--- src/rtl/fifo_burst_reader_if.sv ---
// Handshake bundle for fifo_burst_reader: show-ahead FIFO read side plus the
// valid/ready burst output side.
interface fifo_burst_reader_if #(
  parameter int DATA_WIDTH = 8
);
  logic [DATA_WIDTH-1:0] fifo_q;
  logic                  fifo_rdempty;
  logic                  fifo_rdreq;
  logic [DATA_WIDTH-1:0] out_data;
  logic                  out_valid;
  logic                  out_last;
  logic                  out_ready;

  modport master (
    input  fifo_q, fifo_rdempty, out_ready,
    output fifo_rdreq, out_data, out_valid, out_last
  );

  modport slave (
    output fifo_q, fifo_rdempty, out_ready,
    input  fifo_rdreq, out_data, out_valid, out_last
  );
endinterface

--- src/rtl/fifo_burst_reader.sv ---
// Drains a show-ahead FIFO into bursts of up to BURST_LEN words through a hold
// and an output register. Optional burst/timeout counters: define BURST_STATS_EN.
module fifo_burst_reader #(
  parameter int DATA_WIDTH = 8,
  parameter int BURST_LEN  = 16,
  parameter int TIMEOUT    = 255
) (
  input  logic                         rdclk,
  input  logic                         clear_n,
  input  logic                         enable,
  output logic [$clog2(BURST_LEN)-1:0] beat_idx,
`ifdef BURST_STATS_EN
  output logic [15:0]                  burst_cnt,
  output logic [15:0]                  tmo_cnt,
`endif
  fifo_burst_reader_if.master          bus
);

  localparam int IDX_W = $clog2(BURST_LEN);
  localparam int CNT_W = $clog2(TIMEOUT + 1);
  localparam logic [IDX_W-1:0] LAST_IDX = IDX_W'(BURST_LEN - 1);
  localparam logic [CNT_W-1:0] TMO_VAL  = CNT_W'(TIMEOUT);

  typedef enum logic {
    EMPTY = 1'b0,
    HELD  = 1'b1
  } state_e;

  state_e                state_q, state_d;
  logic [DATA_WIDTH-1:0] hold_q, hold_d;
  logic [DATA_WIDTH-1:0] out_data_q, out_data_d;
  logic                  out_valid_q, out_valid_d;
  logic                  out_last_q, out_last_d;
  logic [IDX_W-1:0]      beat_q, beat_d;
  logic [CNT_W-1:0]      idle_q, idle_d;

  logic hold_valid;
  logic out_free;
  logic pop;
  logic tmo_hit;
  logic at_last;
  logic move;
  logic move_last;

  assign hold_valid = (state_q == HELD);
  assign out_free   = !out_valid_q | bus.out_ready;
  assign pop        = enable & !bus.fifo_rdempty & (!hold_valid | out_free);
  assign tmo_hit    = (idle_q == TMO_VAL);
  assign at_last    = (beat_q == LAST_IDX);
  // A held word leaves only once we know whether it closes the burst.
  assign move       = hold_valid & out_free & (pop | at_last | tmo_hit | !enable);
  assign move_last  = at_last | ((tmo_hit | !enable) & !pop);

  always_comb begin
    // NOTE: every next-state signal gets its hold value first so no path leaves it unassigned (no latch).
    state_d     = state_q;
    hold_d      = hold_q;
    out_data_d  = out_data_q;
    out_valid_d = out_valid_q;
    out_last_d  = out_last_q;
    beat_d      = beat_q;
    idle_d      = idle_q;

    unique case (state_q)
      EMPTY: if (pop) state_d = HELD;
      HELD:  if (move && !pop) state_d = EMPTY;
      default: state_d = EMPTY;
    endcase

    if (pop) hold_d = bus.fifo_q;

    if (move) begin
      out_valid_d = 1'b1;
      out_data_d  = hold_q;
      out_last_d  = move_last;
      beat_d      = move_last ? '0 : beat_q + IDX_W'(1);
    end else if (bus.out_ready) begin
      out_valid_d = 1'b0;
    end

    if (pop || !hold_valid) begin
      idle_d = '0;
    end else if (!tmo_hit) begin
      idle_d = idle_q + CNT_W'(1);
    end
  end

  // NOTE: the data registers are reset too, since out_data must read zero during reset.
  always_ff @(posedge rdclk or negedge clear_n) begin
    if (!clear_n) begin
      state_q     <= EMPTY;
      hold_q      <= '0;
      out_data_q  <= '0;
      out_valid_q <= 1'b0;
      out_last_q  <= 1'b0;
      beat_q      <= '0;
      idle_q      <= '0;
    end else begin
      // NOTE: non-blocking assignments so every register samples pre-edge values.
      state_q     <= state_d;
      hold_q      <= hold_d;
      out_data_q  <= out_data_d;
      out_valid_q <= out_valid_d;
      out_last_q  <= out_last_d;
      beat_q      <= beat_d;
      idle_q      <= idle_d;
    end
  end

  assign bus.fifo_rdreq = pop;
  assign bus.out_data   = out_data_q;
  assign bus.out_valid  = out_valid_q;
  assign bus.out_last   = out_last_q;
  assign beat_idx       = beat_q;

`ifdef BURST_STATS_EN
  logic [15:0] burst_cnt_q, tmo_cnt_q;

  // A burst counts as timed out when the idle limit, not a full burst or enable drop, closes it.
  always_ff @(posedge rdclk or negedge clear_n) begin
    if (!clear_n) begin
      burst_cnt_q <= '0;
      tmo_cnt_q   <= '0;
    end else begin
      if (out_valid_q && bus.out_ready && out_last_q) burst_cnt_q <= burst_cnt_q + 16'd1;
      if (move && move_last && tmo_hit && !pop && !at_last && enable) tmo_cnt_q <= tmo_cnt_q + 16'd1;
    end
  end

  assign burst_cnt = burst_cnt_q;
  assign tmo_cnt   = tmo_cnt_q;
`endif

endmodule
--- src/flat_wrapper.sv ---
// flat-port wrapper written by rule: the top's interface ports become plain ports
module fifo_burst_reader_flat 
#(
  parameter int DATA_WIDTH = 8,
  parameter int BURST_LEN  = 16,
  parameter int TIMEOUT    = 255
)
  (rdclk, clear_n, enable, beat_idx, bus_fifo_q, bus_fifo_rdempty, bus_out_ready, bus_fifo_rdreq, bus_out_data, bus_out_valid, bus_out_last);
  fifo_burst_reader_if #(.DATA_WIDTH(DATA_WIDTH)) bus_i ();
  input  logic rdclk;
  input  logic clear_n;
  input  logic enable;
  output logic [$clog2(BURST_LEN)-1:0] beat_idx;
  input wire logic [$bits(bus_i.fifo_q)-1:0] bus_fifo_q;
  input wire logic [$bits(bus_i.fifo_rdempty)-1:0] bus_fifo_rdempty;
  input wire logic [$bits(bus_i.out_ready)-1:0] bus_out_ready;
  output wire logic [$bits(bus_i.fifo_rdreq)-1:0] bus_fifo_rdreq;
  output wire logic [$bits(bus_i.out_data)-1:0] bus_out_data;
  output wire logic [$bits(bus_i.out_valid)-1:0] bus_out_valid;
  output wire logic [$bits(bus_i.out_last)-1:0] bus_out_last;
  assign bus_i.fifo_q = bus_fifo_q;
  assign bus_i.fifo_rdempty = bus_fifo_rdempty;
  assign bus_i.out_ready = bus_out_ready;
  assign bus_fifo_rdreq = bus_i.fifo_rdreq;
  assign bus_out_data = bus_i.out_data;
  assign bus_out_valid = bus_i.out_valid;
  assign bus_out_last = bus_i.out_last;
  fifo_burst_reader #(.DATA_WIDTH(DATA_WIDTH), .BURST_LEN(BURST_LEN), .TIMEOUT(TIMEOUT)) u_core (.rdclk(rdclk), .clear_n(clear_n), .enable(enable), .beat_idx(beat_idx), .bus(bus_i));
endmodule
--- config.mk ---
export PLATFORM = sky130hd
export DESIGN_NAME = fifo_burst_reader_flat
export DESIGN_NICKNAME = d
export VERILOG_FILES = /design/src/rtl/fifo_burst_reader_if.sv /design/src/rtl/fifo_burst_reader.sv /design/src/flat_wrapper.sv
export SDC_FILE = /design/constraint.sdc
export NUM_CORES = 1
export LEC_CHECK = 0
export CAP_MARGIN = 10
export CORE_ASPECT_RATIO = 0.7
export CORE_MARGIN = 10
export CORE_UTILIZATION = 54
export CTS_CLUSTER_DIAMETER = 30
export DETAILED_ROUTE_END_ITERATION = 8
export GPL_TIMING_DRIVEN = 0
export PLACE_DENSITY = 0.95
export SKIP_LAST_GASP = 1
export SLEW_MARGIN = 20
export SYNTH_ARGS = -nofsm -noshare
export SYNTH_HDL_FRONTEND = slang
export SYNTH_SLANG_ARGS = --single-unit
--- constraint.sdc ---
create_clock -name rdclk -period 4.4 [get_ports rdclk]
set_input_delay 0.66 -clock rdclk [delete_from_list [all_inputs] [get_ports rdclk]]
set_output_delay 0.66 -clock rdclk [all_outputs]
set_load 0.01 [all_outputs]
# Word-level counts from Yosys, hierarchy flattened

Cells that the tools add are included.

Register bits after elaboration: 31
Output and inout bits: 15

Add/subtract/negate cells: 2
Equality and inequality tests: 3
Muxes and demuxes: 8
Bitwise gates (word level): 13
Reductions and logical operators: 8

Operator list:

| operator                                      | number |
|---|---|
| two-way mux 8 bit                             | 2 |
| adder 8 x 1 -> 8 bit (second input constant)  | 1 |
| == test 8 bit (second input constant)         | 1 |
| bitwise OR 1 bit                              | 7 |
| bitwise AND 1 bit                             | 5 |
| zero test 1 bit                               | 5 |
| adder 4 x 1 -> 4 bit (second input constant)  | 1 |
| == test 4 bit (second input constant)         | 1 |
| two-way mux 1 bit                             | 4 |
| two-way mux 4 bit                             | 1 |
| inequality test 2 bit (second input constant) | 1 |
| one-hot mux 1 bit (2 select lines)            | 1 |
| nonzero test 2 bit                            | 1 |
| logical AND 1 bit                             | 1 |
| logical OR 1 bit                              | 1 |
| NOT 1 bit                                     | 1 |

# Longest topological paths before layout

Depth in word-level cells: 11
Gate-level depth with buffers: 7
Gate-level depth less buffers: 5

# Least setup slack after synthesis

OpenSTA, ideal clock, no wires.

Path type: input-to-output
From: input port bus_fifo_rdempty
To: output port bus_fifo_rdreq
Arrival time: 1192 ps
Required time: 3740 ps
Path slack: 2548 ps
Cell stages on the path: 3
Path buffers: 1
Cells stage by stage: nand2b_1 -> a21oi_1 -> buf_2

Word-level cells in the longest chain between the ends: 3

RTL lines:

| element                         | line                    | RTL |
|---|---|---|
| start, declared                 | flat_wrapper.sv:15      | `input wire logic [$bits(bus_i.fifo_rdempty)-1:0] bus_fifo_rdempty;` |
| zero test 1 bit                 | fifo_burst_reader.sv:47 | `assign pop = enable & !bus.fifo_rdempty & (!hold_valid \| out_free);` |
| bitwise AND 1 bit (2 in series) | fifo_burst_reader.sv:47 |  |
| end, declared                   | flat_wrapper.sv:17      | `output wire logic [$bits(bus_i.fifo_rdreq)-1:0] bus_fifo_rdreq;` |

Every way passes these cells.

# Final worst setup path

Same ends and word-level chain as after synthesis.

==> results.ini <==
[layout]
n_antenna_cell = 0
fillCellCount = 155
fin_cells = 184
final_cell_mix = dfrtp_1 (31), clkdlybuf4s50_1 (26), mux2_2 (9)
areaGrowthSynthToFinish_pct = 29.07
final_common_cell = dfrtp_1
final_layout_size_suffix_gt1_share_pct = 22.00
num-nets-final = 164

[synth]
synth_top_cell_area_share_pct = 53.63
synth.ff_latch_count = 31
synth_area_leaders = dfrtp_1 (54%), mux2_4 (7.3%), mux2_2 (7.0%)
synth.yosys.seq_area_share_pct = 53.63
synth.largest_area_cell = dfrtp_1
synth_fp_nets = 130
synth_cell_types = 40
synth.avg_cell_area_um2 = 12.58
syn_area_um2 = 1446
synth_cells = 115
ys_warn_count = 0

[setup_path]
cpMostUsedCell = clkdlybuf4s50_1
cp-startpoint = bus_fifo_rdempty
endpoint_kind = primary output
cp_slowest_cell = clkdlybuf4s50_1
cp.depth = 5
worst_setup_path_start_kind = input port
r2r-start = u_core.beat_idx[0]
worst_ep_required_time_ns = 3.74
crit_fanout = 10
crit_type = input port to primary output
worst-path-buf-inv = 3
rr_worst_depth = 6
cpPeakStageDelay_ns = 0.58
cp_top_family = buffers and inverters
worstPathCellList = clkdlybuf4s50_1 -> nand2b_1 -> a21oi_1 -> buf_2 -> clkdlybuf4s50_1
worstPathArrival_ns = 2.38

[place]
pre_cts_ws_ns = 1.385
dp.cells = 176
io_buffers = 27
dp.final_hpwl_um = 2372
place_congestion = 0.8299

[route]
antenna_left = 0
first_pass_iters = 4
finalWirelength_um = 3155
drt_iter0_markers = 42
vias_per_cell = 5.576
wl_per_cell_um = 17.15
vias = 1026
drc = 0

[global_route]
grtUsageTotal_pct = 13.64
grt_max_degree = 32
grt_overflow = 0
grt_pass1_vias = 1064
grt_pass1_wl_um = 5423
antenna_found_initial = 0

[sta]
fin_crit_sh_pct = 69.15
slew_headroom_pct = 54.71
max_freq_ghz = 0.3287
final.setup.worst_slack_ns = 1.358
slew_violations = 0
setup_viol = 0
tightestPinTransition_ns = 0.6793
tns_ns = 0
rsz0062_at_grt = no
finalHoldViolCount = 0
clock_skew_ns = 0.005184
period_needed_ns = 3.042

[hold_path]
worstHoldPathType = input port to asynchronous set/reset pin

[outcome]
status = finished clean

[clocking]
cts_tree = done
cts_root_buffer = clkbuf_8
cts_sinks = 31
clock_path_buffers = 2
clk_pin_slew_ns = 0.07
hold_buffers = 0
clkLatencyLatePin_ns = 0.29
postCtsSetupRepairBufs = 0
cts_resized = 0
htreeDepth = 2
cts_inserted_buffers = 5

[floorplan]
core_um2 = 2515
die_x_um = 81.86
dieArea_um2 = 5182
io_pins = 28
num_rows = 15
die_y_um = 63.30
start_util_pct = 57.51

[power]
leakage_uw = 0.0008201
ir_worst_vdd_v = 0.0002735
p_per_area_nw_per_um2 = 492.6

[flow_run]
max-cap-violations = 0

==> metrics by stage <==
step / total power, uW / util [%] / cell area [um^2] / hold slack, ns
floorplan: 510.7 / - / 1446 / 0.3644
global placement: 632.3 / 69.95 / 1759 / 0.4838
detailed placement: 646.6 / 69.75 / 1754 / 0.4918
CTS: 929.8 / 74.23 / 1867 / 0.4202
global route: 970.6 / 74.23 / 1867 / 0.4476
finish: 919.5 / 74.23 / 1867 / 0.4063
==> worst paths after layout <==
kind / end / slack (ns)
min in group rdclk: u_core.bus.out_data[7] / 0.50
max: bus_fifo_rdreq / 1.36
min: u_core.idle_q[3] / 0.41
max reg2reg: u_core.bus.out_data[4] / 2.42
min reg2reg: u_core.bus.out_data[7] / 0.50
max in group asynchronous: u_core.bus.out_data[7] / 3.56
==> kinds of logic (layout without fill, tap and decap cells) <==
kind of cell,Yosys count,after routing,share of synthesized area [%]
buf+inv,5,40,3.027
mux,18,18,15.66
compound gates,23,23,11.16
flops,31,31,53.63
simple gates,32,32,12.37
xor+xnor,4,4,2.423
fa+ha+maj,2,2,1.730
==> power breakdown <==
part	total, uW	switching, uW	internal [uW]
Sequential	390	45.3	344
Combinational	250	93.5	156
Clock	280	111	168
==> worst reg2reg max path: stages (launching register included) <==
cell and delay [ns]:
dfrtp_1 0.43, ha_1 0.24, nand3_1 0.21, and3_2 0.32
a21oi_4 0.20, buf_12 0.17, mux2_4 0.31
==> metal layers <==
metal	part of all wire [%]	vias up	GRT usage, %	wire length [um]
li1	-	488	-	-
met1	41	498	16.18	1285
met2	52	38	21.88	1645
met3	6.6	2	5.666	208
met4	0.48	0	3.814	15
met5	0	-	0	0
==> state kept, by name, indices dropped and copies added, names as in the netlist <==
name                  flops
u_core.bus.out_data       8
u_core.bus.out_last       1
u_core.idle_q             8
u_core.hold_q             8
u_core.hold_valid         1
u_core.beat_idx           4
u_core.bus.out_valid      1
==> area by class of cell <==
type	instances	area (um^2)	share of cell area [%]
clock inverters	3	43.79	2.346
clock buffers	5	68.82	3.686
repair buffers	27	265.3	14.21
multi-input cells	79	626.9	33.58
flip-flops and latches	31	775.7	41.55
well taps	34	42.54	2.279
inverters	1	3.754	0.2011
plain buffers	4	40.04	2.145
==> synthesized netlist by cell type, drive strengths merged <==
library cell  count
dfrtp            31
mux2             16
nor2              7
a21oi             5
nand2             5
nand3             5
o21ai             5
and3              4
a31oi             3
buf               3
nand2b            3
xor2              3
ha                2
mux2i             2
nor2b             2
a211oi            1
a21o              1
a221o             1
a22o              1
a311oi            1
a41oi             1
and2              1
and2b             1
clkbuf            1
inv               1
nand4             1
nand4b            1
nor3b             1
o2111ai           1
o211ai            1
o21a              1
o22ai             1
or2               1
xnor2             1
Power figures use the tool's default switching activity.
